### src/rtl/fifo_wr_arbiter.sv
// fifo_wr_arbiter: round-robin burst arbiter feeding four requesters into one
// write port of a 32-deep FIFO, plus a registered occupancy mirror.
//
// state | meaning
// IDLE  | no owner; pick next requester round-robin when the FIFO has room
// BURST | one requester owns the write port for up to BURST_LEN words
module fifo_wr_arbiter #(
  parameter int DATA_W    = 32,
  parameter int BURST_LEN = 4
) (
  input  logic                clk,
  input  logic                rst,
  input  logic [3:0]          req,
  input  logic [4*DATA_W-1:0] req_data,
  output logic [3:0]          gnt,
  output logic [3:0]          ack,
  input  logic                fifo_full,
  input  logic                fifo_empty,
  output logic                fifo_wr_en,
  output logic [DATA_W-1:0]   fifo_data_in,
  input  logic                cons_rd_req,
  output logic                fifo_rd_en,
  output logic [5:0]          level
);

  typedef enum logic {IDLE, BURST} state_t;

  localparam logic [3:0] LEN_M1  = 4'(BURST_LEN - 1);
  localparam logic [5:0] LVL_MAX = 6'd32;

  state_t     state, state_nxt;
  logic [3:0] gnt_nxt;
  logic [3:0] burst_cnt, burst_cnt_nxt;
  logic [1:0] last_owner, last_owner_nxt;
  logic [1:0] owner;
  logic [1:0] pick;
  logic [1:0] idx;
  logic       pick_vld;

  // Index of the current owner, decoded from the one-hot grant.
  always_comb begin
    owner = 2'd0;
    for (int i = 0; i < 4; i++) begin
      if (gnt[i]) owner = 2'(i);
    end
  end

  // Round-robin search starting just above the last owner.
  always_comb begin
    pick     = 2'd0;
    pick_vld = 1'b0;
    idx      = 2'd0;
    for (int k = 1; k <= 4; k++) begin
      idx = last_owner + 2'(k);
      if (!pick_vld && req[idx]) begin
        pick     = idx;
        pick_vld = 1'b1;
      end
    end
  end

  // Write-port strobes and data; data is forced to zero when no write occurs.
  always_comb begin
    ack          = 4'b0000;
    if (state == BURST && !fifo_full) ack = gnt & req;
    fifo_wr_en   = |ack;
    fifo_data_in = '0;
    if (fifo_wr_en) fifo_data_in = req_data[32'(owner)*DATA_W +: DATA_W];
    fifo_rd_en   = cons_rd_req & ~fifo_empty;
  end

  // Next-state logic: grant from IDLE, release on burst length or dropped req.
  always_comb begin
    state_nxt      = state;
    gnt_nxt        = gnt;
    burst_cnt_nxt  = burst_cnt;
    last_owner_nxt = last_owner;
    case (state)
      IDLE: begin
        if (pick_vld && !fifo_full) begin
          state_nxt     = BURST;
          gnt_nxt       = 4'b0001 << pick;
          burst_cnt_nxt = 4'd0;
        end
      end
      BURST: begin
        if (!req[owner]) begin
          state_nxt      = IDLE;
          gnt_nxt        = 4'b0000;
          last_owner_nxt = owner;
        end else if (fifo_wr_en) begin
          burst_cnt_nxt = burst_cnt + 4'd1;
          if (burst_cnt == LEN_M1) begin
            state_nxt      = IDLE;
            gnt_nxt        = 4'b0000;
            last_owner_nxt = owner;
          end
        end
      end
      default: begin
        state_nxt = IDLE;
        gnt_nxt   = 4'b0000;
      end
    endcase
  end

  // Arbiter state registers; last_owner resets to 3 so requester 0 wins first.
  always_ff @(posedge clk or posedge rst) begin
    if (rst) begin
      state      <= IDLE;
      gnt        <= 4'b0000;
      burst_cnt  <= 4'd0;
      last_owner <= 2'd3;
    end else begin
      state      <= state_nxt;
      gnt        <= gnt_nxt;
      burst_cnt  <= burst_cnt_nxt;
      last_owner <= last_owner_nxt;
    end
  end

  // Occupancy mirror, saturating at 0 and 32.
  always_ff @(posedge clk or posedge rst) begin
    if (rst) begin
      level <= 6'd0;
    end else if (fifo_wr_en && !fifo_rd_en) begin
      if (level != LVL_MAX) level <= level + 6'd1;
    end else if (fifo_rd_en && !fifo_wr_en) begin
      if (level != 6'd0) level <= level - 6'd1;
    end
  end

endmodule

### config.mk
export PLATFORM = sky130hd
export DESIGN_NAME = fifo_wr_arbiter
export DESIGN_NICKNAME = d
export VERILOG_FILES = /design/src/rtl/fifo_wr_arbiter.sv
export SDC_FILE = /design/constraint.sdc
export NUM_CORES = 1
export LEC_CHECK = 0
export CAP_MARGIN = 0
export CORE_MARGIN = 10
export CORE_UTILIZATION = 31
export CTS_BUF_LIST = sky130_fd_sc_hd__clkbuf_8
export DETAILED_ROUTE_END_ITERATION = 7
export GPL_TIMING_DRIVEN = 0
export PLACE_DENSITY = 0.77
export SYNTH_ARGS = -nofsm -noshare
export SYNTH_HDL_FRONTEND = slang
export SYNTH_SLANG_ARGS = --single-unit
### constraint.sdc
create_clock -name clk -period 3.4 [get_ports clk]
set_input_delay 0.68 -clock clk [delete_from_list [all_inputs] [get_ports clk]]
set_output_delay 0.68 -clock clk [all_outputs]
set_load 0.03 [all_outputs]
==> results of run 1 <==
==> where the power goes <==
group	total [mW]	internal (mW)	switching [mW]
Combinational	2.02	0.872	1.14
Clock	0.155	0.0815	0.0736
Sequential	0.391	0.290	0.101
Total	2.56	1.24	1.32
==> repair_timing <==
item	in CTS	in global routing
endpoints found under the setup margin	30	25
setup buffers	0	0
endpoints found under the hold margin	0	0
gates resized for setup	30	42
==> routing by layer <==
layer / global-route usage / up-vias / routed length, µm
li1: - / 1527 / -
met1: 0.228 / 1452 / 4720
met2: 0.371 / 129 / 6310
met3: 0.0513 / 12 / 981
met4: 0.0290 / 0 / 123
met5: 0 / - / 0
==> flip-flops by register name, summed over array words and instances, names as in the netlist <==
register    cells
burst_cnt       4
gnt             4
last_owner      2
level           6
state           1
==> worst paths after layout <==
kind / slack [ps] / endpoint / startpoint
max in group asynchronous: 2160 / level[0]$_DFFE_PP0P_ / rst
worst min register to register: 520 / level[5]$_DFFE_PP0P_ / level[5]$_DFFE_PP0P_
min in group asynchronous: 820 / state$_DFF_PP0_ / rst
worst max register to register: 590 / level[5]$_DFFE_PP0P_ / gnt[2]$_DFFE_PP0P_
worst min-delay path: 520 / level[5]$_DFFE_PP0P_ / level[5]$_DFFE_PP0P_
worst max-delay path: 110 / fifo_data_in[29] / req[0]
==> layout make-up <==
cell class              instances  area (µm²)  area share
diodes                          1        2.50    0.000588
plain buffers                  25         121      0.0285
clock buffers                   3        41.3     0.00970
clock inverters                 1        5.00     0.00118
inverters                       7        27.5     0.00647
multi-input cells             284        1740       0.408
flip-flops and latches         17         428       0.101
well taps                      99         124      0.0291
repair buffers                184        1770       0.416
==> placed cells by master (no fill, tap or decap), types with 5 or more instances in the layout <==
cell	netlist	layout
ha_1	6	6
o21ai_0	38	37
nand2_1	79	79
clkdlybuf4s15_1	0	8
dfrtp_1	15	15
inv_1	6	5
clkbuf_1	17	17
nor2_1	7	7
dlygate4sd2_1	0	8
clkdlybuf4s50_1	0	151
clkbuf_2	0	14
mux2i_1	35	35
a21oi_1	37	36
nand2b_1	35	35
==> metrics by stage <==
| stage | util | instances | setup slack (ps) | hold WS, ps | cell area, µm² |
|---|---|---|---|---|---|
| finish | 0.587 | 621 | 107 | 521 | 4260 |
| global route | 0.587 | 621 | 29.6 | 536 | 4260 |
| CTS | 0.591 | 620 | 34.7 | 524 | 4280 |
| detailed placement | 0.589 | 616 | -239 | 511 | 4280 |
| global placement | 0.589 | 616 | -224 | 495 | 4280 |
| floorplan | - | 333 | 534 | 478 | 2310 |
==> worst max-delay path, stage by stage <==
cell	delay, ps
clkdlybuf4s50_1	560
nand2_1	110
a41o_1	260
buf_6	140
clkbuf_1	230
a21oi_1	180
dlygate4sd2_1	450
==> logic make-up (layout without fill, tap and decap cells) <==
family | Yosys count | in the layout | share of synthesized area
XOR/XNOR | 8 | 8 | 0.0303
other | 0 | 1 | 0
AND/OR/NAND/NOR | 137 | 137 | 0.278
AO/OA/AOI/OAI | 95 | 95 | 0.239
adder cells (fa/ha/maj) | 7 | 7 | 0.0412
buffers and inverters | 32 | 220 | 0.0645
flip-flops | 17 | 17 | 0.185
multiplexers | 37 | 37 | 0.161
==> impl_metrics.tcl, run 1 <==
set metrics [dict create \
    p_per_area_nw_per_um2 602 \
    yosys-top-cells-area "dfrtp_1 (16%), mux2i_1 (15%), nand2_1 (13%), nand2b_1 (9.5%), o21ai_0 (8.2%)" \
    post-route-min-period_ps 3290 \
    grt_setup_unrepaired "no" \
    synth-edff-count 0 \
    yosysWarnings 0 \
    period_share 0.969 \
    routabilityCongestion 0.930 \
    finalSetupViolations 0 \
    hold_viol 0 \
    hold_class "reg -> reg" \
    yosys-top-cells-count "nand2_1 (79), o21ai_0 (38), a21oi_1 (37)" \
    yosysMostFrequentCell "nand2_1" \
    initial_core_util 0.318 \
    ir_drop_v 0.000522 \
    die_width_um 106 \
    ys_seq_elements 17 \
    p_leak_nw 1.73 \
    clock-sinks 17 \
    cts_made_buffers 3 \
    r2r_cells 13 \
    syn_nets 477 \
    holdPathStages 1 \
    drt_pre_antenna_iters 4 \
    synth_seq_area_share 0.185 \
    avgViaCountPerCell 5.02 \
    track_usage 0.200 \
    cp-start-kind "primary input" \
    status "complete, no violations" \
    cts_root_buf "clkbuf_8" \
    yosys.area.top_type "dfrtp_1" \
    die-area_um2 11300 \
    cts_tree "yes" \
    worstSkewPairLatency_ps 260 \
    wl_per_cell_um 19.5 \
    critical_path_class "in -> out" \
    drtIter0Drc 166 \
    cp.required_ps 2720 \
    critPathMaxFanout 10 \
    route.detailed.drc 0 \
    tns_ps 0 \
    yosysTopAreaCellShare 0.163 \
    ys_types 42 \
    crit_arrival_ps 2610 \
    finish.net_count 666 \
    finalWirelength_mm 12.1 \
    die_h_um 106 \
    htree_levels 1 \
    grt_pass1_vias 3088 \
    antenna_found_initial 1 \
    end_kind "output port" \
    clock.fmax_mhz 304 \
    worst_pin_slew_ps 654 \
    core_um2 7250 \
    fp-row-count 31 \
    finalClockSkew_ps 2.86 \
    antenna_left 0 \
    async_flop_share 1.00 \
    grt_first_pass_wirelength_mm 18.1 \
    area_delta_synth_final_pct 84.2 \
    io_buffer_count 184 \
    synth_ff_type "dfrtp_1" \
    cts.reportedPaths.clkPinSlew_ps 70 \
    relSlewSlack 0.563 \
    vias 3120 \
    syn_inst 333 \
    ctsHoldBuffers 0 \
    layout-drive-gt1-share 0.0691 \
    drv_cap 0 \
    gr-total-overflow 0 \
    drv_slew 0 \
    fillers 679 \
    synth_area_per_cell_um2 6.94 \
    clockBufferDepth 2 \
    grt_max_degree 18 \
    total_power_mw 2.56 \
    synth.cell_area_um2 2310 \
    dp_hpwl_mm 10.3 \
    ios 185 \
]
No activity file was read; power rests on OpenSTA's default activity.
==> inputs of run 2 (changes only) <==
--- a/config.mk
+++ b/config.mk
@@ -12,6 +12,7 @@
 export DETAILED_ROUTE_END_ITERATION = 7
 export GPL_TIMING_DRIVEN = 0
 export PLACE_DENSITY = 0.77
+export REMOVE_ABC_BUFFERS = 1
 export SYNTH_ARGS = -nofsm -noshare
 export SYNTH_HDL_FRONTEND = slang
 export SYNTH_SLANG_ARGS = --single-unit
==> impl_metrics.tcl, run 2 (synthesis gave the netlist of run 1 again) <==
set metrics [dict create \
    status "complete, no violations" \
    initial_core_util 0.318 \
    largest-register "level" \
    ir_drop_v 0.000419 \
    grt_pass1_vias 3011 \
    worstSkewPairLatency_ps 250 \
    clockBufferDepth 2 \
    p_switching_mw 1.31 \
    drv_cap 0 \
    final_core_util 0.600 \
    period_share 0.949 \
    cts_made_buffers 3 \
    avgViaCountPerCell 5.09 \
    p_leak_nw 1.91 \
    vias 3070 \
    ctsHoldBuffers 0 \
    gr-total-overflow 0 \
    finalClockSkew_ps 1.00 \
    seqPwrFrac 0.181 \
    routabilityCongestion 0.860 \
    end_kind "output port" \
    cts.reportedPaths.clkPinSlew_ps 70 \
    fillers 651 \
    core_um2 7250 \
    grt_first_pass_wirelength_mm 18.0 \
    p_per_area_nw_per_um2 592 \
    wl_per_cell_um 19.7 \
    p_comb_frac 0.762 \
    dp_hpwl_mm 9.26 \
    worst_pin_slew_ps 642 \
    drtIter0Drc 122 \
    total_power_mw 2.58 \
    internal_power_mw 1.27 \
    largest_reg_flops 6 \
    tns_ps 0 \
    cp-start-kind "primary input" \
    seq_area_um2 432 \
    final_common_cell "clkdlybuf4s50_1" \
    route.detailed.drc 0 \
    clock-sinks 17 \
    critical_path_class "in -> out" \
    finalWirelength_mm 11.9 \
    clock.fmax_mhz 310 \
    post-route-min-period_ps 3230 \
    die-area_um2 11300 \
    relSlewSlack 0.572 \
    ios 185 \
    drv_slew 0 \
    drt_pre_antenna_iters 4 \
    track_usage 0.199 \
    antenna_left 0 \
    io_buffer_count 184 \
    die_width_um 106 \
    cts_tree "yes" \
    finish.net_count 648 \
    antenna_found_initial 1 \
    die_h_um 106 \
    cp.required_ps 2720 \
    grt_setup_unrepaired "no" \
    crit_arrival_ps 2550 \
    critPathMaxFanout 11 \
    multiInputGateArea_um2 1780 \
    finalSetupViolations 0 \
    grt_max_degree 66 \
    p_clk_frac 0.058 \
    area_delta_synth_final_pct 88.4 \
    sw_frac_of_total 0.507 \
    hold_class "reg -> reg" \
    layout-drive-gt1-share 0.0557 \
    fp-row-count 31 \
    cts_root_buf "clkbuf_8" \
    hold_viol 0 \
    largestRegisters "level x6, burst_cnt x4, gnt x4" \
    most-common-layout-cells "clkdlybuf4s50_1 (150), nand2_1 (76), o21ai_0 (38)" \
    htree_levels 1 \
]
## run 2: cell count changes in the layout (fill, tap and decap cells not counted), sizes merged
cell           previous run  this run
buf                       8         6
dlygate4sd2               8        22
clkdlybuf4s15             8         0
clkdlybuf4s50           151       150
a41o                      1         2
dlymetal6s2s              3        12
clkbuf                   34         3
## run 2: layout make-up
cell class	instances	share of cell area
Sequential cell	17	0.0992
Tap cell	99	0.0285
Timing Repair Buffer	190	0.446
Inverter	7	0.00633
Antenna cell	1	0.000575
Clock inverter	1	0.00115
Multi-Input combinational cell	285	0.409
Clock buffer	3	0.00949
## run 2: final timing paths
path	start	to	slack, ps	cells past startpoint
min in group asynchronous	rst	gnt[0]$_DFFE_PP0P_	810	2
worst max register to register	gnt[1]$_DFFE_PP0P_	level[5]$_DFFE_PP0P_	410	11
worst max-delay path	req[3]	fifo_data_in[27]	170	7
max in group asynchronous	rst	gnt[1]$_DFFE_PP0P_	2130	2
worst min register to register	level[5]$_DFFE_PP0P_	level[5]$_DFFE_PP0P_	520	1
worst min-delay path	level[5]$_DFFE_PP0P_	level[5]$_DFFE_PP0P_	520	1
## run 2: stage by stage
step / worst slack (ps) / instances / hold WS (ps) / area (µm²)
detailed placement: -791 / 594 / 504 / 4220
floorplan: -688 / 308 / 478 / 2190
global placement: -1480 / 591 / 497 / 4150
finish: 175 / 603 / 519 / 4350
global route: 24.6 / 603 / 544 / 4350
CTS: -100 / 600 / 518 / 4280
## run 2: power by group through the flow
stage | Clock, mW | Sequential, mW | Combinational, mW
2_1_floorplan | 0 | 0.653 | 1.02
3_3_place_gp | 0 | 0.659 | 1.66
3_5_place_dp | 0 | 0.462 | 1.94
4_1_cts | 0.151 | 0.463 | 1.96
5_1_grt | 0.159 | 0.485 | 2.16
6_report | 0.149 | 0.465 | 1.96
## run 2: what timing repair did
item                       4_1_cts  5_1_grt
pin swaps                        0        1
cloned                           1        0
resized for setup               25       17
setup endpoints to repair       37       14
setup buffers                    1        2
## run 2: worst max-delay path, stage by stage
cell and delay [ps]:
clkdlybuf4s50_1 570, nand2_2 150, a41o_4 270, buf_4 200, buf_12 140, a21oi_1 90, dlygate4sd2_1 440
## run 2: routing by layer
| metal | vias up | part of all wire | track usage |
|---|---|---|---|
| li1 | 1492 | - | - |
| met1 | 1435 | 0.41 | 0.239 |
| met2 | 128 | 0.49 | 0.345 |
| met3 | 15 | 0.084 | 0.0495 |
| met4 | 0 | 0.021 | 0.0484 |
| met5 | - | 0 | 0 |
